$ cat src/rtl/cache_tag_lookup_if.sv
// rtl/cache_tag_lookup_if.sv - request/response bundle for the tag-lookup stage
interface cache_tag_lookup_if #(
    parameter int ADDR_W   = 12,
    parameter int OFFSET_W = 4,
    parameter int WAYS     = 4,
    parameter int DATA_W   = 16
);
    localparam int WAY_W = $clog2(WAYS);
    localparam int BLK_W = ADDR_W - OFFSET_W;

    logic              req_valid;
    logic              req_ready;
    logic [ADDR_W-1:0] req_addr;
    logic              req_write;
    logic [DATA_W-1:0] req_wdata;

    logic              resp_valid;
    logic              resp_ready;
    logic              resp_hit;
    logic [WAY_W-1:0]  resp_way;
    logic              resp_victim_dirty;
    logic [BLK_W-1:0]  resp_victim_blk;
    logic [ADDR_W-1:0] resp_addr;
    logic              resp_write;
    logic [DATA_W-1:0] resp_wdata;

    modport master (
        output req_valid, req_addr, req_write, req_wdata, resp_ready,
        input  req_ready, resp_valid, resp_hit, resp_way, resp_victim_dirty,
               resp_victim_blk, resp_addr, resp_write, resp_wdata
    );

    modport slave (
        input  req_valid, req_addr, req_write, req_wdata, resp_ready,
        output req_ready, resp_valid, resp_hit, resp_way, resp_victim_dirty,
               resp_victim_blk, resp_addr, resp_write, resp_wdata
    );
endinterface

$ cat src/rtl/cache_tag_lookup.sv
// rtl/cache_tag_lookup.sv - set-associative tag compare, victim selection and LRU update
module cache_tag_lookup #(
    parameter int ADDR_W   = 12,
    parameter int OFFSET_W = 4,
    parameter int SET_W    = 3,
    parameter int WAYS     = 4,
    parameter int DATA_W   = 16
) (
    input  logic               clk,
    input  logic               rst_n,
    cache_tag_lookup_if.slave  bus
);
    localparam int SETS  = 1 << SET_W;
    localparam int WAY_W = $clog2(WAYS);
    localparam int BLK_W = ADDR_W - OFFSET_W;

    typedef enum logic [1:0] {
        S_IDLE = 2'd0,
        S_CMP  = 2'd1,
        S_RESP = 2'd2
    } state_t;

    state_t state_q, state_d;

    logic [SETS-1:0][WAYS-1:0]             valid_q, valid_d;
    logic [SETS-1:0][WAYS-1:0]             dirty_q, dirty_d;
    logic [SETS-1:0][WAYS-1:0][BLK_W-1:0]  blk_q, blk_d;
    logic [SETS-1:0][WAYS-1:0][WAY_W-1:0]  age_q, age_d;

    logic              hit_q, hit_d;
    logic [WAY_W-1:0]  way_q, way_d;
    logic              vdirty_q, vdirty_d;
    logic [BLK_W-1:0]  vblk_q, vblk_d;
    logic [ADDR_W-1:0] addr_q, addr_d;
    logic              write_q, write_d;
    logic [DATA_W-1:0] wdata_q, wdata_d;

    logic [SET_W-1:0]  set_idx;
    logic [BLK_W-1:0]  cur_blk;
    logic              hit;
    logic [WAY_W-1:0]  hit_way;
    logic              found_inv;
    logic [WAY_W-1:0]  inv_way;
    logic [WAY_W-1:0]  lru_way;
    logic [WAY_W-1:0]  victim_way;
    logic [WAY_W-1:0]  acc_way;

    always_comb begin
        state_d  = state_q;
        valid_d  = valid_q;
        dirty_d  = dirty_q;
        blk_d    = blk_q;
        age_d    = age_q;
        hit_d    = hit_q;
        way_d    = way_q;
        vdirty_d = vdirty_q;
        vblk_d   = vblk_q;
        addr_d   = addr_q;
        write_d  = write_q;
        wdata_d  = wdata_q;

        set_idx   = addr_q[OFFSET_W +: SET_W];
        cur_blk   = addr_q[ADDR_W-1:OFFSET_W];
        hit       = 1'b0;
        hit_way   = '0;
        found_inv = 1'b0;
        inv_way   = '0;
        lru_way   = '0;

        for (int i = 0; i < WAYS; i++) begin
            if (valid_q[set_idx][i] && blk_q[set_idx][i] == cur_blk && !hit) begin
                hit     = 1'b1;
                hit_way = WAY_W'(i);
            end
            if (!valid_q[set_idx][i] && !found_inv) begin
                found_inv = 1'b1;
                inv_way   = WAY_W'(i);
            end
            if (age_q[set_idx][i] == WAY_W'(WAYS - 1)) begin
                lru_way = WAY_W'(i);
            end
        end
        // Empty ways are always filled before anything valid is evicted.
        victim_way = found_inv ? inv_way : lru_way;
        acc_way    = hit ? hit_way : victim_way;

        unique case (state_q)
            S_IDLE: begin
                if (bus.req_valid) begin
                    addr_d  = bus.req_addr;
                    write_d = bus.req_write;
                    wdata_d = bus.req_wdata;
                    state_d = S_CMP;
                end
            end
            S_CMP: begin
                hit_d = hit;
                way_d = acc_way;
                if (hit) begin
                    vdirty_d = 1'b0;
                    vblk_d   = '0;
                    if (write_q) begin
                        dirty_d[set_idx][hit_way] = 1'b1;
                    end
                end else begin
                    // Victim state is captured here, before the new tag overwrites it.
                    vdirty_d = valid_q[set_idx][victim_way] & dirty_q[set_idx][victim_way];
                    vblk_d   = blk_q[set_idx][victim_way];
                    valid_d[set_idx][victim_way] = 1'b1;
                    dirty_d[set_idx][victim_way] = write_q;
                    blk_d[set_idx][victim_way]   = cur_blk;
                end
                for (int i = 0; i < WAYS; i++) begin
                    if (WAY_W'(i) == acc_way) begin
                        age_d[set_idx][i] = '0;
                    end else if (age_q[set_idx][i] < age_q[set_idx][acc_way]) begin
                        age_d[set_idx][i] = age_q[set_idx][i] + WAY_W'(1);
                    end
                end
                state_d = S_RESP;
            end
            S_RESP: begin
                if (bus.resp_ready) begin
                    state_d = S_IDLE;
                end
            end
            default: state_d = S_IDLE;
        endcase
    end

    always_ff @(posedge clk) begin
        if (!rst_n) begin
            state_q  <= S_IDLE;
            valid_q  <= '0;
            dirty_q  <= '0;
            blk_q    <= '0;
            for (int s = 0; s < SETS; s++) begin
                for (int w = 0; w < WAYS; w++) begin
                    age_q[s][w] <= WAY_W'(w);
                end
            end
            hit_q    <= 1'b0;
            way_q    <= '0;
            vdirty_q <= 1'b0;
            vblk_q   <= '0;
            addr_q   <= '0;
            write_q  <= 1'b0;
            wdata_q  <= '0;
        end else begin
            state_q  <= state_d;
            valid_q  <= valid_d;
            dirty_q  <= dirty_d;
            blk_q    <= blk_d;
            age_q    <= age_d;
            hit_q    <= hit_d;
            way_q    <= way_d;
            vdirty_q <= vdirty_d;
            vblk_q   <= vblk_d;
            addr_q   <= addr_d;
            write_q  <= write_d;
            wdata_q  <= wdata_d;
        end
    end

    assign bus.req_ready         = (state_q == S_IDLE);
    assign bus.resp_valid        = (state_q == S_RESP);
    assign bus.resp_hit          = hit_q;
    assign bus.resp_way          = way_q;
    assign bus.resp_victim_dirty = vdirty_q;
    assign bus.resp_victim_blk   = vblk_q;
    assign bus.resp_addr         = addr_q;
    assign bus.resp_write        = write_q;
    assign bus.resp_wdata        = wdata_q;
endmodule
$ cat src/flat_wrapper.sv
// flat-port wrapper written by rule: the top's interface ports become plain ports
module cache_tag_lookup_flat 
#(
    parameter int ADDR_W   = 12,
    parameter int OFFSET_W = 4,
    parameter int SET_W    = 3,
    parameter int WAYS     = 4,
    parameter int DATA_W   = 16
)
  (clk, rst_n, bus_req_valid, bus_req_addr, bus_req_write, bus_req_wdata, bus_resp_ready, bus_req_ready, bus_resp_valid, bus_resp_hit, bus_resp_way, bus_resp_victim_dirty, bus_resp_victim_blk, bus_resp_addr, bus_resp_write, bus_resp_wdata);
  cache_tag_lookup_if #(.ADDR_W(ADDR_W), .OFFSET_W(OFFSET_W), .WAYS(WAYS), .DATA_W(DATA_W)) bus_i ();
  input  logic clk;
  input  logic rst_n;
  input wire logic [$bits(bus_i.req_valid)-1:0] bus_req_valid;
  input wire logic [$bits(bus_i.req_addr)-1:0] bus_req_addr;
  input wire logic [$bits(bus_i.req_write)-1:0] bus_req_write;
  input wire logic [$bits(bus_i.req_wdata)-1:0] bus_req_wdata;
  input wire logic [$bits(bus_i.resp_ready)-1:0] bus_resp_ready;
  output wire logic [$bits(bus_i.req_ready)-1:0] bus_req_ready;
  output wire logic [$bits(bus_i.resp_valid)-1:0] bus_resp_valid;
  output wire logic [$bits(bus_i.resp_hit)-1:0] bus_resp_hit;
  output wire logic [$bits(bus_i.resp_way)-1:0] bus_resp_way;
  output wire logic [$bits(bus_i.resp_victim_dirty)-1:0] bus_resp_victim_dirty;
  output wire logic [$bits(bus_i.resp_victim_blk)-1:0] bus_resp_victim_blk;
  output wire logic [$bits(bus_i.resp_addr)-1:0] bus_resp_addr;
  output wire logic [$bits(bus_i.resp_write)-1:0] bus_resp_write;
  output wire logic [$bits(bus_i.resp_wdata)-1:0] bus_resp_wdata;
  assign bus_i.req_valid = bus_req_valid;
  assign bus_i.req_addr = bus_req_addr;
  assign bus_i.req_write = bus_req_write;
  assign bus_i.req_wdata = bus_req_wdata;
  assign bus_i.resp_ready = bus_resp_ready;
  assign bus_req_ready = bus_i.req_ready;
  assign bus_resp_valid = bus_i.resp_valid;
  assign bus_resp_hit = bus_i.resp_hit;
  assign bus_resp_way = bus_i.resp_way;
  assign bus_resp_victim_dirty = bus_i.resp_victim_dirty;
  assign bus_resp_victim_blk = bus_i.resp_victim_blk;
  assign bus_resp_addr = bus_i.resp_addr;
  assign bus_resp_write = bus_i.resp_write;
  assign bus_resp_wdata = bus_i.resp_wdata;
  cache_tag_lookup #(.ADDR_W(ADDR_W), .OFFSET_W(OFFSET_W), .SET_W(SET_W), .WAYS(WAYS), .DATA_W(DATA_W)) u_core (.clk(clk), .rst_n(rst_n), .bus(bus_i));
endmodule
$ cat config.mk
export PLATFORM = sky130hd
export DESIGN_NAME = cache_tag_lookup_flat
export DESIGN_NICKNAME = d
export VERILOG_FILES = /design/src/rtl/cache_tag_lookup_if.sv /design/src/rtl/cache_tag_lookup.sv /design/src/flat_wrapper.sv
export SDC_FILE = /design/constraint.sdc
export NUM_CORES = 1
export LEC_CHECK = 0
export BUFFER_PORTS_ARGS = -buffer_cell sky130_fd_sc_hd__buf_2
export CAP_MARGIN = 20
export CORE_MARGIN = 2
export CORE_UTILIZATION = 28
export CTS_BUF_LIST = sky130_fd_sc_hd__clkbuf_16
export DETAILED_ROUTE_END_ITERATION = 10
export PLACE_DENSITY = 0.42
export SETUP_SLACK_MARGIN = 0.4
export SLEW_MARGIN = 20
export SYNTH_ARGS = -nofsm -noshare
export SYNTH_HDL_FRONTEND = slang
export SYNTH_SLANG_ARGS = --single-unit
$ cat constraint.sdc
create_clock -name clk -period 9.65 [get_ports clk]
set_input_delay 0.965 -clock clk [delete_from_list [all_inputs] [get_ports clk]]
set_output_delay 0.965 -clock clk [all_outputs]
set_load 0.05 [all_outputs]
**Word level (Yosys, flattened, before mapping)**

Cells that the tools add are included.

- Output and inout port bits: 43
- Flip-flop bits (word level): 427
- Input bits: 33

- $lt $le $gt $ge: 11
- Bitwise logic cells: 12
- $add $sub $neg: 4
- Equality and inequality tests: 15
- Multiplexer cells: 79
- Reductions and logical operators: 27

Operator list:

| kind | number |
|---|---|
| two-way mux 64 bit | 11 |
| bitwise AND 64 bit | 4 |
| bitwise mux 256 bit | 1 |
| bitwise mux 64 bit | 4 |
| inverter 64 bit | 4 |
| two-way mux 32 bit | 4 |
| binary-select mux 32 bit (select 3 bit) | 1 |
| demux 32 bit (select 3 bit) | 1 |
| demux 8 bit (select 3 bit) | 4 |
| bitwise OR 32 bit | 2 |
| two-way mux 8 bit | 5 |
| bitwise mux 32 bit | 1 |
| == test 8 bit | 4 |
| binary-select mux 4 bit (select 3 bit) | 2 |
| binary-select mux 8 bit (select 3 bit) | 1 |
| demux 4 bit (select 3 bit) | 2 |
| two-way mux 2 bit | 12 |
| two-way mux 4 bit | 5 |
| binary-select mux 8 bit (select 2 bit) | 1 |
| demux 8 bit (select 2 bit) | 1 |
| two-way mux 1 bit | 16 |
| logical AND 1 bit | 13 |
| < comparator 2 x 3 -> 1 bit (second input constant) | 3 |
| adder 2 x 1 -> 2 bit (second input constant) | 4 |
| 20 further kinds | 42 |

**Longest topological paths before layout**

- Depth after elaboration: 32
- Gate-level depth with buffers: 27
- Gate-level depth less buffers: 19

**Least setup slack after synthesis**

OpenSTA, ideal clock, no wires.

- Path type: reg2reg
- Start point: register u_core.addr_q[4], in the netlist u_core.bus.resp_addr[4]
- End point: register u_core.age_q[10] (netlist bit)
- Arrival time: 5774 ps
- Stages on the path, launching flop included: 26
- Path slack: 3760 ps
- Required time: 9533 ps
- Library setup time: 117 ps
- Path through: dfxtp_1 buf_6 buf_6 buf_6 buf_4 buf_4 buf_2 buf_2 mux2_2 a221oi_1 a21oi_1 a221oi_1 inv_1 ha_1 inv_1 a21oi_1 or3_1 a211oi_1 o21ai_0 a211oi_1 o21bai_2 o221a_4 a21oi_2 o21ai_0 a211o_4 o22a_1

- Word-level cells in the longest chain between the ends: 32

RTL lines:

| element | RTL line | source |
|---|---|---|
| from (decl) | cache_tag_lookup.sv:34 | `logic [ADDR_W-1:0] addr_q, addr_d;` |
| from (signal assigned) | cache_tag_lookup.sv:159 | `addr_q <= addr_d;` |
| binary-select mux 32 bit (select 3 bit) | cache_tag_lookup.sv:71 | `if (valid_q[set_idx][i] && blk_q[set_idx][i] == cur_blk && !hit) begin` |
| two-way mux 32 bit (implied by the code) | cache_tag_lookup.sv:71 |  |
| == test 8 bit | cache_tag_lookup.sv:71 |  |
| logical AND 1 bit | cache_tag_lookup.sv:71 |  |
| two-way mux 1 bit | cache_tag_lookup.sv:71 |  |
| zero test 1 bit | cache_tag_lookup.sv:71 |  |
| logical AND 1 bit | cache_tag_lookup.sv:71 |  |
| two-way mux 1 bit | cache_tag_lookup.sv:71 |  |
| (+16 left out) | -- |  |
| two-way mux 64 bit | cache_tag_lookup.sv:87 | `unique case (state_q)` |
| bitwise mux 64 bit | cache_tag_lookup.sv:117 | `age_d[set_idx][i] = age_q[set_idx][i] + WAY_W'(1);` |
| two-way mux 64 bit | cache_tag_lookup.sv:116 | `end else if (age_q[set_idx][i] < age_q[set_idx][acc_way]) begin` |
| two-way mux 64 bit | cache_tag_lookup.sv:114 | `if (WAY_W'(i) == acc_way) begin` |
| two-way mux 64 bit | cache_tag_lookup.sv:87 |  |
| bitwise mux 64 bit | cache_tag_lookup.sv:117 |  |
| two-way mux 64 bit | cache_tag_lookup.sv:116 |  |
| two-way mux 64 bit * | cache_tag_lookup.sv:114 |  |
| to (signal, indexed assignment) | cache_tag_lookup.sv:139 | `age_q[s][w] <= WAY_W'(w);` |
| to (signal assigned) | cache_tag_lookup.sv:154 | `age_q <= age_d;` |
| to (decl) | cache_tag_lookup.sv:28 | `logic [SETS-1:0][WAYS-1:0][WAY_W-1:0] age_q, age_d;` |

Mark *: on every way between the ends. The rest lies on a longest branch, timed or not. The select of a mux whose other input is x is not followed.
A chain may end at the register's enable or synchronous reset.

**Worst setup path after layout**

- Start point: register u_core.addr_q[4], in the netlist u_core.bus.resp_addr[4]
- End point: register u_core.blk_q[47] (netlist bit)

- Word-level cells in the longest chain between the ends: 19

RTL lines:

| element | RTL line | source |
|---|---|---|
| binary-select mux 4 bit (select 3 bit) | cache_tag_lookup.sv:71, cache_tag_lookup.sv:75 |  |
| two-way mux 4 bit (implied by the code) | cache_tag_lookup.sv:71, cache_tag_lookup.sv:75 |  |
| zero test 1 bit | cache_tag_lookup.sv:75 | `if (!valid_q[set_idx][i] && !found_inv) begin` |
| logical AND 1 bit | cache_tag_lookup.sv:75 |  |
| two-way mux 1 bit | cache_tag_lookup.sv:75 |  |
| zero test 1 bit | cache_tag_lookup.sv:75 |  |
| logical AND 1 bit | cache_tag_lookup.sv:75 |  |
| two-way mux 1 bit | cache_tag_lookup.sv:75 |  |
| (+3 left out) | -- |  |
| two-way mux 2 bit | cache_tag_lookup.sv:84 | `victim_way = found_inv ? inv_way : lru_way;` |
| < comparator 2 x 3 -> 1 bit (implied by the code) or greater-or-equal comparator 2 x 1 -> 1 bit (tied branches) | cache_tag_lookup.sv:111 | `blk_d[set_idx][victim_way] = cur_blk;` |
| logical AND 1 bit (implied by the code) | cache_tag_lookup.sv:111 |  |
| two-way mux 8 bit (implied by the code) | cache_tag_lookup.sv:111 |  |
| demux 8 bit (select 2 bit) | -- |  |
| two-way mux 32 bit (implied by the code) | cache_tag_lookup.sv:111 |  |
| demux 32 bit (select 3 bit) | -- |  |
| bitwise mux 256 bit | cache_tag_lookup.sv:111 |  |
| to (signal assigned) | cache_tag_lookup.sv:153 | `blk_q <= blk_d;` |
| to (decl) | cache_tag_lookup.sv:27 | `logic [SETS-1:0][WAYS-1:0][BLK_W-1:0] blk_q, blk_d;` |

Several ways; a longest one is shown, not always the timed one. The select of a mux whose other input is x is not followed.

==> run summary <==
area of the die: 0.0721 mm²
CP max stage delay: 880 ps
Die Width: 269 µm
post-CTS setup buffer count: 0
Syn-to-layout area delta: 13.9%
fin util: 0.324
residual DRC count: 0
CTS Buf Count: 51
synth warn: 0
layout cells sized above 1: 0.124
crit-path most repeated cell: nor2_1
Seq cells post-synth: 427
drt first pass iters: 5
Routed Antenna Nets: 0
Synth Cell Area: 0.0196 mm²
CTS Hold Bufs: 0
HP Class: flip-flop to flip-flop
CTS root buf: clkbuf_16
delay-heaviest family, CP: simple AND/OR/NAND/NOR gates
# rows: 96
FMAX: 151 MHz
kind of end point of the critical path: flip-flop
met3 Use GR: 0.0242
mux contribution to synthesized area: 0.140
syn avg cell area: 8.57 µm²
clk buf depth: 3
Slew headroom: 0.265
crit path max fanout: 46
post-synthesis simple-gate area fraction: 0.182
minimum clock period: 6630 ps
GRT met1 Usage: 0.287
Setup TNS: 0 ps
cells after synthesis: 2286
most frequent cell after synthesis: dfxtp_1
Synth Area in Compound Gates: 0.186
Synthesized Nets: 2322
Setup Skew: 26.4 ps
Final Cycle Share: 0.687
dominant cell type by area after synthesis: dfxtp_1
Clk Latency, worst-skew pair: 600 ps
H-Tree Depth: 2
crit path kind: flip-flop to flip-flop
RSZ-0062 raised after global routing: no
ANT cells: 0
first-pass GRT wire length: 109000 µm
Worst VDD drop: 0.109 mV
cell chain of the critical path: buf_4, nor2_1, a221oi_1, a21oi_1, a221oi_1, inv_1, ha_1, inv_1, a21oi_1, or3_1, a211oi_1, nor2_1, nor2_1, nand2_1, nor2_1, mux2i_1, nor2_1
EDFF count, synth: 0
vias in the first global route: 16400
Synth Flop Type: dfxtp_1
Final Worst Setup Slack: 3020 ps
Fin. Hold Viols: 0
Cell variety after synth: 85
post-DP HPWL: 47400 µm
Routed WL per cell: 22.2 µm
total gr overflow: 0
initial antenna violation count: 0
Hold WS: 427 ps
Synth Area in XOR/XNOR: 0.00760
Final setup viols: 0
Slew Viols, Final: 0
Buf+Inv Stages, Crit Path: 3
core area: 0.0689 mm²
Post-Place Worst Slack: 3090 ps
Vias/cell: 5.27
vias: 17200
met2 Use GR: 0.310
static leakage: 7.94 nW
Slew @ Worst Pin: 1100 ps
Final GP Congestion: 0.825
Initial Util: 0.284
top post-synthesis cells by area: dfxtp_1 44%, mux2i_1 8.3%, nand2_1 6.9%
Clock transition at path regs: 60 ps
IO Count: 76
Post-synth top cells: 427 x dfxtp_1, 359 x nand2_1, 308 x nor2_1, 222 x a21oi_1, 163 x mux2i_1
Die Ht: 269 µm
post-synthesis adder-cell area fraction: 0.00351
main combinational cell family by area after synthesis: compound AO/OA/AOI/OAI gates
Tot Pwr: 3.98 mW
Critical Path AT: 7070 ps
grt peak-use layer: met2
TritonCTS clock tree: done
1st-iter DRT viols: 1595
largest net degree at the start of global routing: 106
CP Launch Type: flip-flop
Tot GR Track Use: 0.198
status: completed
post-CTS resize count: 0
I/O Buffers: 75
sequential fraction of the synthesis area: 0.436
post-synthesis async set-or-reset flop share: 0
P per Cell Area: 178 mW/mm²
WP data required: 10090 ps
clk sinks: 427
post-synth top area share: 0.436
total wire length: 72300 µm
Crit-path slowest cell: dfxtp_4
max_cap viols: 0
Nets: 2325
[area by class of cell]
| type | instances | area, µm² |
|---|---|---|
| fillers | 7265 | 46600 |
| multi-input cells | 1655 | 10200 |
| flip-flops and latches | 427 | 8560 |
| clock buffers | 51 | 1280 |
| well taps | 931 | 1160 |
| repair buffers | 119 | 748 |
| clock inverters | 39 | 224 |
| inverters | 35 | 139 |
[placed cells by master (no fill, tap or decap), drive strengths merged, types with 9 or more instances in the layout]
cell type  instances
nor2b             14
mux4              40
clkbuf            51
nand3             26
a221o              9
buf              119
o21ai            139
o21a              16
nor3              12
dfxtp            427
nor2             314
and3              40
o22ai             14
clkinv            21
o221ai            17
and2               9
mux2i            163
a211oi            17
a21oi            223
o22a               9
nand2            359
a221oi            16
a31oi             27
xnor2             12
inv               50
a22oi             31
o211ai            23
mux2              19
[worst paths after layout]
check / startpoint / end / slack [ps] / cells after the start
min reg2reg: u_core.blk_q[177] / u_core.blk_q[177] / 430 / 2
min: u_core.blk_q[177] / u_core.blk_q[177] / 430 / 2
max reg2reg: u_core.bus.resp_addr[4] / u_core.blk_q[47] / 3020 / 17
max: u_core.bus.resp_addr[4] / u_core.blk_q[47] / 3020 / 17
[stage by stage]
| step | area, µm² | cells |
|---|---|---|
| 3_5_place_dp | 20800 | 3164 |
| 2_1_floorplan | 19600 | 2286 |
| 5_1_grt | 22300 | 3257 |
| 4_1_cts | 22300 | 3254 |
| 3_3_place_gp | 20700 | 3164 |
| 6_report | 22300 | 3257 |
[cells by family after synthesis]
family                   count (synthesis)
AO/OA/AOI/OAI                          583
AND/OR/NAND/NOR                        827
buffers and inverters                  204
adder cells (fa/ha/maj)                  6
flip-flops                             427
multiplexers                           222
XOR/XNOR                                17
[tightest hold or removal path: stages (launching register included)]
cell	delay, ps
dfxtp_1	310
nand2_1	50
nor2_1	30
[state kept, by name, summed over array words and instances (netlist names), 2 cells and up]
name,cells
u_core.bus.resp_wdata,16
u_core.bus.resp_addr,12
u_core.age_q,64
u_core.bus.resp_victim_blk,8
u_core.dirty_q,32
u_core.state_q,2
u_core.bus.resp_way,2
u_core.blk_q,256
u_core.valid_q,32
[report_power, final]
part | leakage [nW] | switching [mW] | total [mW] | internal, mW
registers | 3.45 | 0.0212 | 1.80 | 1.78
logic | 3.69 | 0.293 | 0.398 | 0.104
clock network | 0.800 | 0.777 | 1.78 | 1.00
total | 7.94 | 1.09 | 3.98 | 2.89
[metal layers]
metal / wire length (µm) / part of all wire
met4: 1480 / 0.021
met5: 0 / 0
met2: 32500 / 0.45
met3: 3870 / 0.054
met1: 34500 / 0.48
No activity file was read; power rests on OpenSTA's default activity.
